==> src/rtl/cas_pkg.sv <==
// Shared types and default timing for the cassette playback stage.
package cas_pkg;

    // Playback sequencer states
    typedef enum logic [2:0] {
        IDLE       = 3'd0,
        FETCH      = 3'd1,
        LATCH      = 3'd2,
        CLK_PULSE  = 3'd3,
        GAP1       = 3'd4,
        DATA_PULSE = 3'd5,
        GAP2       = 3'd6,
        END        = 3'd7
    } cas_state_t;

    // Model I 500-baud timing at the 1.774 MHz CPU tick rate
    localparam int unsigned CELL_TICKS_DEF  = 3548;
    localparam int unsigned PULSE_TICKS_DEF = 222;
    localparam int unsigned HALF_TICKS_DEF  = 1774;

    // Download address bit that selects the cassette region
    localparam int unsigned CAS_REGION_BIT = 16;

    // Tape length / position width: 0..65536 inclusive
    localparam int unsigned LEN_W = 17;

endpackage

==> src/rtl/cas_player.sv <==
// Cassette playback: reads the downloaded CAS image and regenerates the
// Model I 500-baud clock/data pulse stream for the CPU cassette input.
//
// state      | meaning
// -----------+------------------------------------------------------------
// IDLE       | waiting for motor on, no download, and unread tape left
// FETCH      | read strobe issued for the byte at pos
// LATCH      | RAM data captured into the shift register, pos advances
// CLK_PULSE  | clock pulse high for PULSE_TICKS
// GAP1       | low until the cell reaches HALF_TICKS
// DATA_PULSE | current bit (MSB first) driven for PULSE_TICKS
// GAP2       | low until the cell reaches CELL_TICKS, then next bit/byte
// END        | tape exhausted; only rewind or a new download leaves
module cas_player
    import cas_pkg::*;
#(
    parameter int unsigned CELL_TICKS  = CELL_TICKS_DEF,
    parameter int unsigned PULSE_TICKS = PULSE_TICKS_DEF,
    parameter int unsigned HALF_TICKS  = HALF_TICKS_DEF
) (
    input  logic         clk42m,
    input  logic         reset,
    input  logic         ce_tick,
    input  logic         dn_go,
    input  logic         dn_wr,
    input  logic [16:0]  dn_addr,
    input  logic         motor,
    input  logic         rewind,
    output logic [15:0]  tape_addr,
    output logic         tape_rd,
    input  logic [7:0]   tape_data,
    output logic         cas_out,
    output logic         cas_active
);

    localparam int unsigned CW = $clog2(CELL_TICKS + 1);

    localparam logic [CW-1:0] PULSE_END = CW'(PULSE_TICKS);
    localparam logic [CW-1:0] HALF_END  = CW'(HALF_TICKS);
    localparam logic [CW-1:0] DATA_END  = CW'(HALF_TICKS + PULSE_TICKS);
    localparam logic [CW-1:0] CELL_END  = CW'(CELL_TICKS);

    cas_state_t        state_q, state_d;
    logic              dn_go_q;
    logic [LEN_W-1:0]  len_q, len_d;
    logic [LEN_W-1:0]  pos_q, pos_d;
    logic [CW-1:0]     cnt_q, cnt_d;
    logic [CW-1:0]     cnt_inc;
    logic [7:0]        shreg_q, shreg_d;
    logic [2:0]        bit_idx_q, bit_idx_d;
    logic [7:0]        byte_q;
    logic              rd_dly_q;
    logic [15:0]       tape_addr_q, tape_addr_d;
    logic              tape_rd_q, tape_rd_d;
    logic              cas_out_q, cas_out_d;
    logic              cas_active_q, cas_active_d;
    logic              dn_start;
    logic              more_tape;

    assign dn_start  = dn_go & ~dn_go_q;
    assign more_tape = (pos_q < len_q);
    assign cnt_inc   = cnt_q + 1'b1;

    // Tape length tracks the last cassette-region address written, +1
    always_comb begin
        len_d = len_q;
        if (dn_start) begin
            len_d = '0;
        end
        if (dn_go && dn_wr && dn_addr[CAS_REGION_BIT]) begin
            len_d = {1'b0, dn_addr[15:0]} + 17'd1;
        end
    end

    // Sequencer next state; download/rewind override, motor low freezes all
    always_comb begin
        state_d     = state_q;
        pos_d       = pos_q;
        cnt_d       = cnt_q;
        shreg_d     = shreg_q;
        bit_idx_d   = bit_idx_q;
        tape_addr_d = tape_addr_q;
        tape_rd_d   = 1'b0;

        if (dn_start || rewind) begin
            state_d = IDLE;
            pos_d   = '0;
        end else if (dn_go) begin
            state_d = IDLE;
        end else if (motor) begin
            case (state_q)
                IDLE: begin
                    if (more_tape) begin
                        state_d     = FETCH;
                        tape_rd_d   = 1'b1;
                        tape_addr_d = pos_q[15:0];
                    end
                end
                FETCH: begin
                    state_d = LATCH;
                end
                LATCH: begin
                    // A motor stall in FETCH leaves the read data parked in byte_q
                    shreg_d   = rd_dly_q ? tape_data : byte_q;
                    bit_idx_d = 3'd7;
                    pos_d     = pos_q + 17'd1;
                    cnt_d     = '0;
                    state_d   = CLK_PULSE;
                end
                CLK_PULSE: begin
                    if (ce_tick) begin
                        cnt_d = cnt_inc;
                        if (cnt_inc == PULSE_END) begin
                            state_d = GAP1;
                        end
                    end
                end
                GAP1: begin
                    if (ce_tick) begin
                        cnt_d = cnt_inc;
                        if (cnt_inc == HALF_END) begin
                            state_d = DATA_PULSE;
                        end
                    end
                end
                DATA_PULSE: begin
                    if (ce_tick) begin
                        cnt_d = cnt_inc;
                        if (cnt_inc == DATA_END) begin
                            state_d = GAP2;
                        end
                    end
                end
                GAP2: begin
                    if (ce_tick) begin
                        cnt_d = cnt_inc;
                        if (cnt_inc == CELL_END) begin
                            if (bit_idx_q != 3'd0) begin
                                bit_idx_d = bit_idx_q - 3'd1;
                                shreg_d   = {shreg_q[6:0], 1'b0};
                                cnt_d     = '0;
                                state_d   = CLK_PULSE;
                            end else if (more_tape) begin
                                state_d     = FETCH;
                                tape_rd_d   = 1'b1;
                                tape_addr_d = pos_q[15:0];
                            end else begin
                                state_d = END;
                            end
                        end
                    end
                end
                END: begin
                    state_d = END;
                end
                default: begin
                    state_d = IDLE;
                end
            endcase
        end

        // Outputs follow the next state so they line up with it when registered
        cas_out_d    = motor & ((state_d == CLK_PULSE) |
                                ((state_d == DATA_PULSE) & shreg_d[7]));
        cas_active_d = (state_d != IDLE) && (state_d != END);
    end

    // Download edge detect and tape length
    always_ff @(posedge clk42m or posedge reset) begin
        if (reset) begin
            dn_go_q <= 1'b0;
            len_q   <= '0;
        end else begin
            dn_go_q <= dn_go;
            len_q   <= len_d;
        end
    end

    // Sequencer state, position, cell counter and shift register
    always_ff @(posedge clk42m or posedge reset) begin
        if (reset) begin
            state_q   <= IDLE;
            pos_q     <= '0;
            cnt_q     <= '0;
            shreg_q   <= '0;
            bit_idx_q <= '0;
        end else begin
            state_q   <= state_d;
            pos_q     <= pos_d;
            cnt_q     <= cnt_d;
            shreg_q   <= shreg_d;
            bit_idx_q <= bit_idx_d;
        end
    end

    // Park RAM read data on the cycle after the strobe
    always_ff @(posedge clk42m or posedge reset) begin
        if (reset) begin
            rd_dly_q <= 1'b0;
            byte_q   <= '0;
        end else begin
            rd_dly_q <= tape_rd_q;
            if (rd_dly_q) begin
                byte_q <= tape_data;
            end
        end
    end

    // Registered outputs
    always_ff @(posedge clk42m or posedge reset) begin
        if (reset) begin
            tape_addr_q  <= '0;
            tape_rd_q    <= 1'b0;
            cas_out_q    <= 1'b0;
            cas_active_q <= 1'b0;
        end else begin
            tape_addr_q  <= tape_addr_d;
            tape_rd_q    <= tape_rd_d;
            cas_out_q    <= cas_out_d;
            cas_active_q <= cas_active_d;
        end
    end

    assign tape_addr  = tape_addr_q;
    assign tape_rd    = tape_rd_q;
    assign cas_out    = cas_out_q;
    assign cas_active = cas_active_q;

endmodule

==> config.mk <==
export PLATFORM = sky130hd
export DESIGN_NAME = cas_player
export DESIGN_NICKNAME = d
export VERILOG_FILES = /design/src/rtl/cas_pkg.sv /design/src/rtl/cas_player.sv
export SDC_FILE = /design/constraint.sdc
export NUM_CORES = 1
export LEC_CHECK = 0
export ABC_AREA = 1
export CORE_MARGIN = 3
export CORE_UTILIZATION = 40
export CTS_CLUSTER_SIZE = 40
export DETAILED_ROUTE_END_ITERATION = 16
export SYNTH_ARGS = -nofsm -noshare
export SYNTH_HDL_FRONTEND = slang
export SYNTH_SLANG_ARGS = --single-unit
export TNS_END_PERCENT = 1
==> constraint.sdc <==
create_clock -name clk42m -period 6.6 [get_ports clk42m]
set_input_delay 1.32 -clock clk42m [delete_from_list [all_inputs] [get_ports clk42m]]
set_output_delay 1.32 -clock clk42m [all_outputs]
set_load 0.005 [all_outputs]
# Word level (Yosys, flattened, before mapping)

Index checks and enable logic that the tools add are counted.

Input port bits: 32
Register bits after elaboration: 89

Reduce and logical (&&, ||, !) cells: 18
Muxes and demuxes: 51
Bitwise gates (word level): 7
Magnitude comparators: 1
Add/sub/neg operators: 4
Eq/ne operators: 20

Operators with widths:

| kind                    | count |
|---|---|
| $mux W17                | 6 |
| $mux W16                | 4 |
| $mux W8                 | 7 |
| $mux W3                 | 17 |
| $mux W12                | 4 |
| $pmux W12 S3            | 1 |
| $pmux W16 S2            | 1 |
| $eq A12 B11 Y1 const B  | 2 |
| $pmux W3 S8             | 1 |
| $add A16 B1 Y17 const B | 1 |
| $add A17 B1 Y17 const B | 1 |
| $lt A17 B17 Y1          | 1 |
| $pmux W8 S2             | 1 |
| $eq A3 B3 Y1 const B    | 5 |
| $reduce_and A7 Y1       | 2 |
| $add A12 B1 Y12 const B | 1 |
| $eq A12 B12 Y1 const B  | 1 |
| $eq A12 B8 Y1 const B   | 1 |
| $reduce_bool A2 Y1      | 5 |
| $eq A3 B2 Y1 const B    | 3 |
| $reduce_bool A3 Y1      | 3 |
| $ne A2 B2 Y1 const B    | 4 |
| $mux W1                 | 7 |
| $pmux W3 S2             | 1 |
| 14 further kinds        | 21 |

# Longest topological paths before layout

Depth in word-level cells: 13
Gate-level depth with buffers: 19
Depth with buffers taken out: 19

# Worst setup path before layout

OpenSTA, ideal clock, no wires.

Kind: input port to flip-flop
Start: in dn_addr[0]
End: reg len_q[14]
Arrival time: 2.706 ns
Setup time: 0.126 ns
Slack: 3.768 ns
Cell stages on the path: 16
Data required time: 6.474 ns
Path through: ha_1 > nand2_1 > inv_1 > nand2_1 > nor2_1 > nand2_1 > nor2_1 > nand2_1 > nor2_1 > nand3_1 > nor3_1 > nand2_1 > nor2_1 > nor2_1 > nand2_1 > o21ai_0

Longest elaborated chain between the ends: 2

Ends and longest elaborated chain:

| what                 | RTL line          | text |
|---|---|---|
| start, declared      | cas_player.sv:26  | `input logic [16:0] dn_addr,` |
| $add A16 B1 Y17      | cas_player.sv:71  | `len_d = {1'b0, dn_addr[15:0]} + 17'd1;` |
| $mux W17             | cas_player.sv:70  | `if (dn_go && dn_wr && dn_addr[CAS_REGION_BIT]) begin` |
| end signal, assigned | cas_player.sv:175 | `len_q <= len_d;` |
| end, declared        | cas_player.sv:45  | `logic [LEN_W-1:0] len_q, len_d;` |

No other way between the ends.
A chain may end at the register's enable or synchronous reset.

# Final worst setup path

Start: in motor
End: reg cnt_q[0]

Longest elaborated chain between the ends: 1

Ends and longest elaborated chain:

| what                        | RTL line          | text |
|---|---|---|
| start, declared             | cas_player.sv:27  | `input logic motor,` |
| $reduce_and A6 Y1 (no line) | n/a               |  |
| end signal, assigned        | cas_player.sv:190 | `cnt_q <= cnt_d;` |
| end, declared               | cas_player.sv:47  | `logic [CW-1:0] cnt_q, cnt_d;` |

No other way between the ends.

==> impl_metrics.json <==
{
  "hold_ws_ns": 0.393,
  "finalCriticalPeriod_ns": 3.68,
  "core_sq_um": 12300,
  "worst-setup-path-type": "in2reg",
  "drt-initial-drc-count": 254,
  "finalSetupTns_ns": 0,
  "p_leak_nw": 2.90,
  "syn_nets": 752,
  "cts.sinks": 89,
  "antenna_left": 0,
  "grt_overflow": 0,
  "drv_slew": 0,
  "drive_gt1_frac": 0.0862,
  "rsz0062_at_grt": "false",
  "cap_viol_max_count": 0,
  "fmax_mhz": 271,
  "grt_usage": 0.173,
  "synth_seq_cells": 89,
  "fin_skew_ns": 0.00608,
  "cts_buffers": 9,
  "fin_nets": 804,
  "clk_latency_ns": 0.34,
  "dieArea_sq_um": 14300,
  "grt_pass1_wl_um": 20300,
  "setup_viol_count_final": 0,
  "cts_tree": "built",
  "cts-root-buf": "clkbuf_16",
  "post-cts-setup-buffers": 0,
  "die_y_um": 120,
  "power_density_nw_per_um2": 233,
  "antenna_cells": 0,
  "dp_hpwl_um": 9000,
  "slew_headroom": 0.373,
  "finalHoldViolCount": 0,
  "critPathRequiredTime_ns": 6.85,
  "worst_pin_slew_ns": 0.940,
  "antenna_found_initial": 0,
  "finalCritPeriodShare": 0.558,
  "grt_pass1_vias": 4553,
  "outcome": "finished, final reports clean",
  "portBuffers": 50,
  "synth_cell_types": 36,
  "grt_start_max_net_pins": 75,
  "cts_max_level": 3,
  "ctsHoldBuffers": 0,
  "avgSynthCellArea_sq_um": 7.40,
  "hp-class": "reg2reg",
  "synthCells": 697,
  "critPathLaunchType": "input port",
  "synth_area_sq_um": 5160,
  "cts_max_path_buffers": 2,
  "vias_per_cell": 4.91,
  "start_util": 0.419,
  "gp_congestion": 0.918,
  "syn_to_final_growth_pct": 19.0,
  "r2r_setup_slack_ns": 3.88,
  "vias": 4530,
  "arrival_ns": 3.94,
  "drtPass1Iterations": 5,
  "clk_pin_slew_ns": 0.07,
  "vdd_drop_max_mv": 0.201,
  "wl_per_cell_um": 12.7,
  "routed_wl_um": 11700,
  "row_count": 40,
  "ctsResizeCount": 0,
  "fp.dieW_um": 120,
  "synth-seq-area-share": 0.432,
  "drcViolationCount": 0,
  "worst_setup_path_end_kind": "flip-flop",
  "synth_warnings": 0,
  "ios": 51,
  "cp_max_fo": 12
}
-- where the power goes --
group / internal, mW / switching (mW) / total (mW)
clock network: 0.297 / 0.222 / 0.519
registers: 0.608 / 0.0343 / 0.643
logic: 0.0937 / 0.174 / 0.268
total: 0.999 / 0.430 / 1.43
-- layout by cell type, fill, tap and decap left out, types with 6 or more instances in the layout --
| cell type | netlist | final |
|---|---|---|
| o21ai_1 | 13 | 13 |
| nor2_1 | 62 | 62 |
| dfrtp_1 | 89 | 89 |
| inv_1 | 106 | 105 |
| nor2_4 | 6 | 6 |
| nand2_1 | 191 | 191 |
| nand4_1 | 6 | 6 |
| clkbuf_16 | 0 | 9 |
| o21ai_0 | 49 | 49 |
| nor3_1 | 11 | 11 |
| clkdlybuf4s50_1 | 0 | 50 |
| o22ai_1 | 17 | 17 |
| nor2_2 | 8 | 8 |
| inv_2 | 15 | 15 |
| nand3_1 | 33 | 33 |
| ha_1 | 23 | 23 |
| a21oi_1 | 22 | 22 |
| nand2_2 | 8 | 8 |
-- routing by layer --
metal,vias to the layer above,global-route usage,wire (um)
met3,22,0.0452,526
met2,105,0.300,5780
li1,2325,-,-
met5,-,0,0
met1,2078,0.207,5160
met4,0,0.0587,266
-- cells in the mapped netlist, drive strengths merged --
library cell  instances  area [sq um]
nor3                 14          85.1
and2                  1          6.26
inv                 121           454
nand2               200           778
o22ai                17           106
clkbuf                5          18.8
a21oi                23           126
buf                   5          25.0
clkinv                1          3.75
a221oi                2          17.5
o211ai                1          7.51
o32ai                 1          8.76
a311o                 1          10.0
a211oi                2          15.0
nand3                36           195
nand4                 6          37.5
ha                   23           288
xor2                  1          8.76
nor4                  4          31.3
a21o                  1          7.51
nand3b                3          22.5
nor2                 76           350
o21ai                63           319
dfrtp                89          2230
mux2i                 1          10.0
-- state kept, by name, indices dropped and copies added, names as in the netlist, 3 cells and up --
signal	count
shreg_q	8
pos_q	17
len_q	17
byte_q	8
cnt_q	12
tape_addr	16
state_q	3
bit_idx_q	3
-- cells by family after synthesis --
family          share of synthesized area
compound gates                      0.120
xor+xnor                          0.00170
fa+ha+maj                          0.0558
buf+inv                            0.0972
flops                               0.432
mux                               0.00194
simple gates                        0.292
-- critical path: stages --
cell and delay (ns):
clkdlybuf4s50_1 0.55, inv_1 0.11, nor2_1 0.17, inv_2 0.06, nor2_1 0.17, inv_1 0.11, nor3_2 0.65, inv_2 0.09
a311o_1 0.46, o21ai_0 0.24
-- worst paths after layout --
| check | startpoint | end | cells past startpoint |
|---|---|---|---|
| worst max-delay path | motor | cnt_q[0] | 10 |
| worst min-delay path | tape_rd | rd_dly_q | 0 |
| worst max register to register | cnt_q[0] | tape_addr[7] | 13 |
| worst min register to register | tape_rd | rd_dly_q | 0 |
| max in group asynchronous | reset | pos_q[11] | 3 |
| min in group asynchronous | reset | byte_q[4] | 2 |
-- stage by stage --
stage / cells / cell area [sq um] / setup slack, ns / util / total power [mW]
after floorplan: 697 / 5160 / 2.97 / - / 0.839
final: 922 / 6140 / 2.92 / 0.499 / 1.43
after detailed placement: 906 / 5840 / 2.61 / 0.474 / 0.923
after global routing: 922 / 6140 / 2.65 / 0.499 / 1.52
after global placement: 906 / 5840 / 2.75 / 0.474 / 0.914
after CTS: 922 / 6140 / 2.94 / 0.499 / 1.45
-- final cells by class --
class	count	area [sq um]
well taps	168	210
repair buffers	51	508
flip-flops and latches	89	2230
fillers	1205	6170
clock inverters	7	77.6
inverters	122	459
multi-input cells	476	2430
clock buffers	9	225
(Power assumes the default switching activity.)
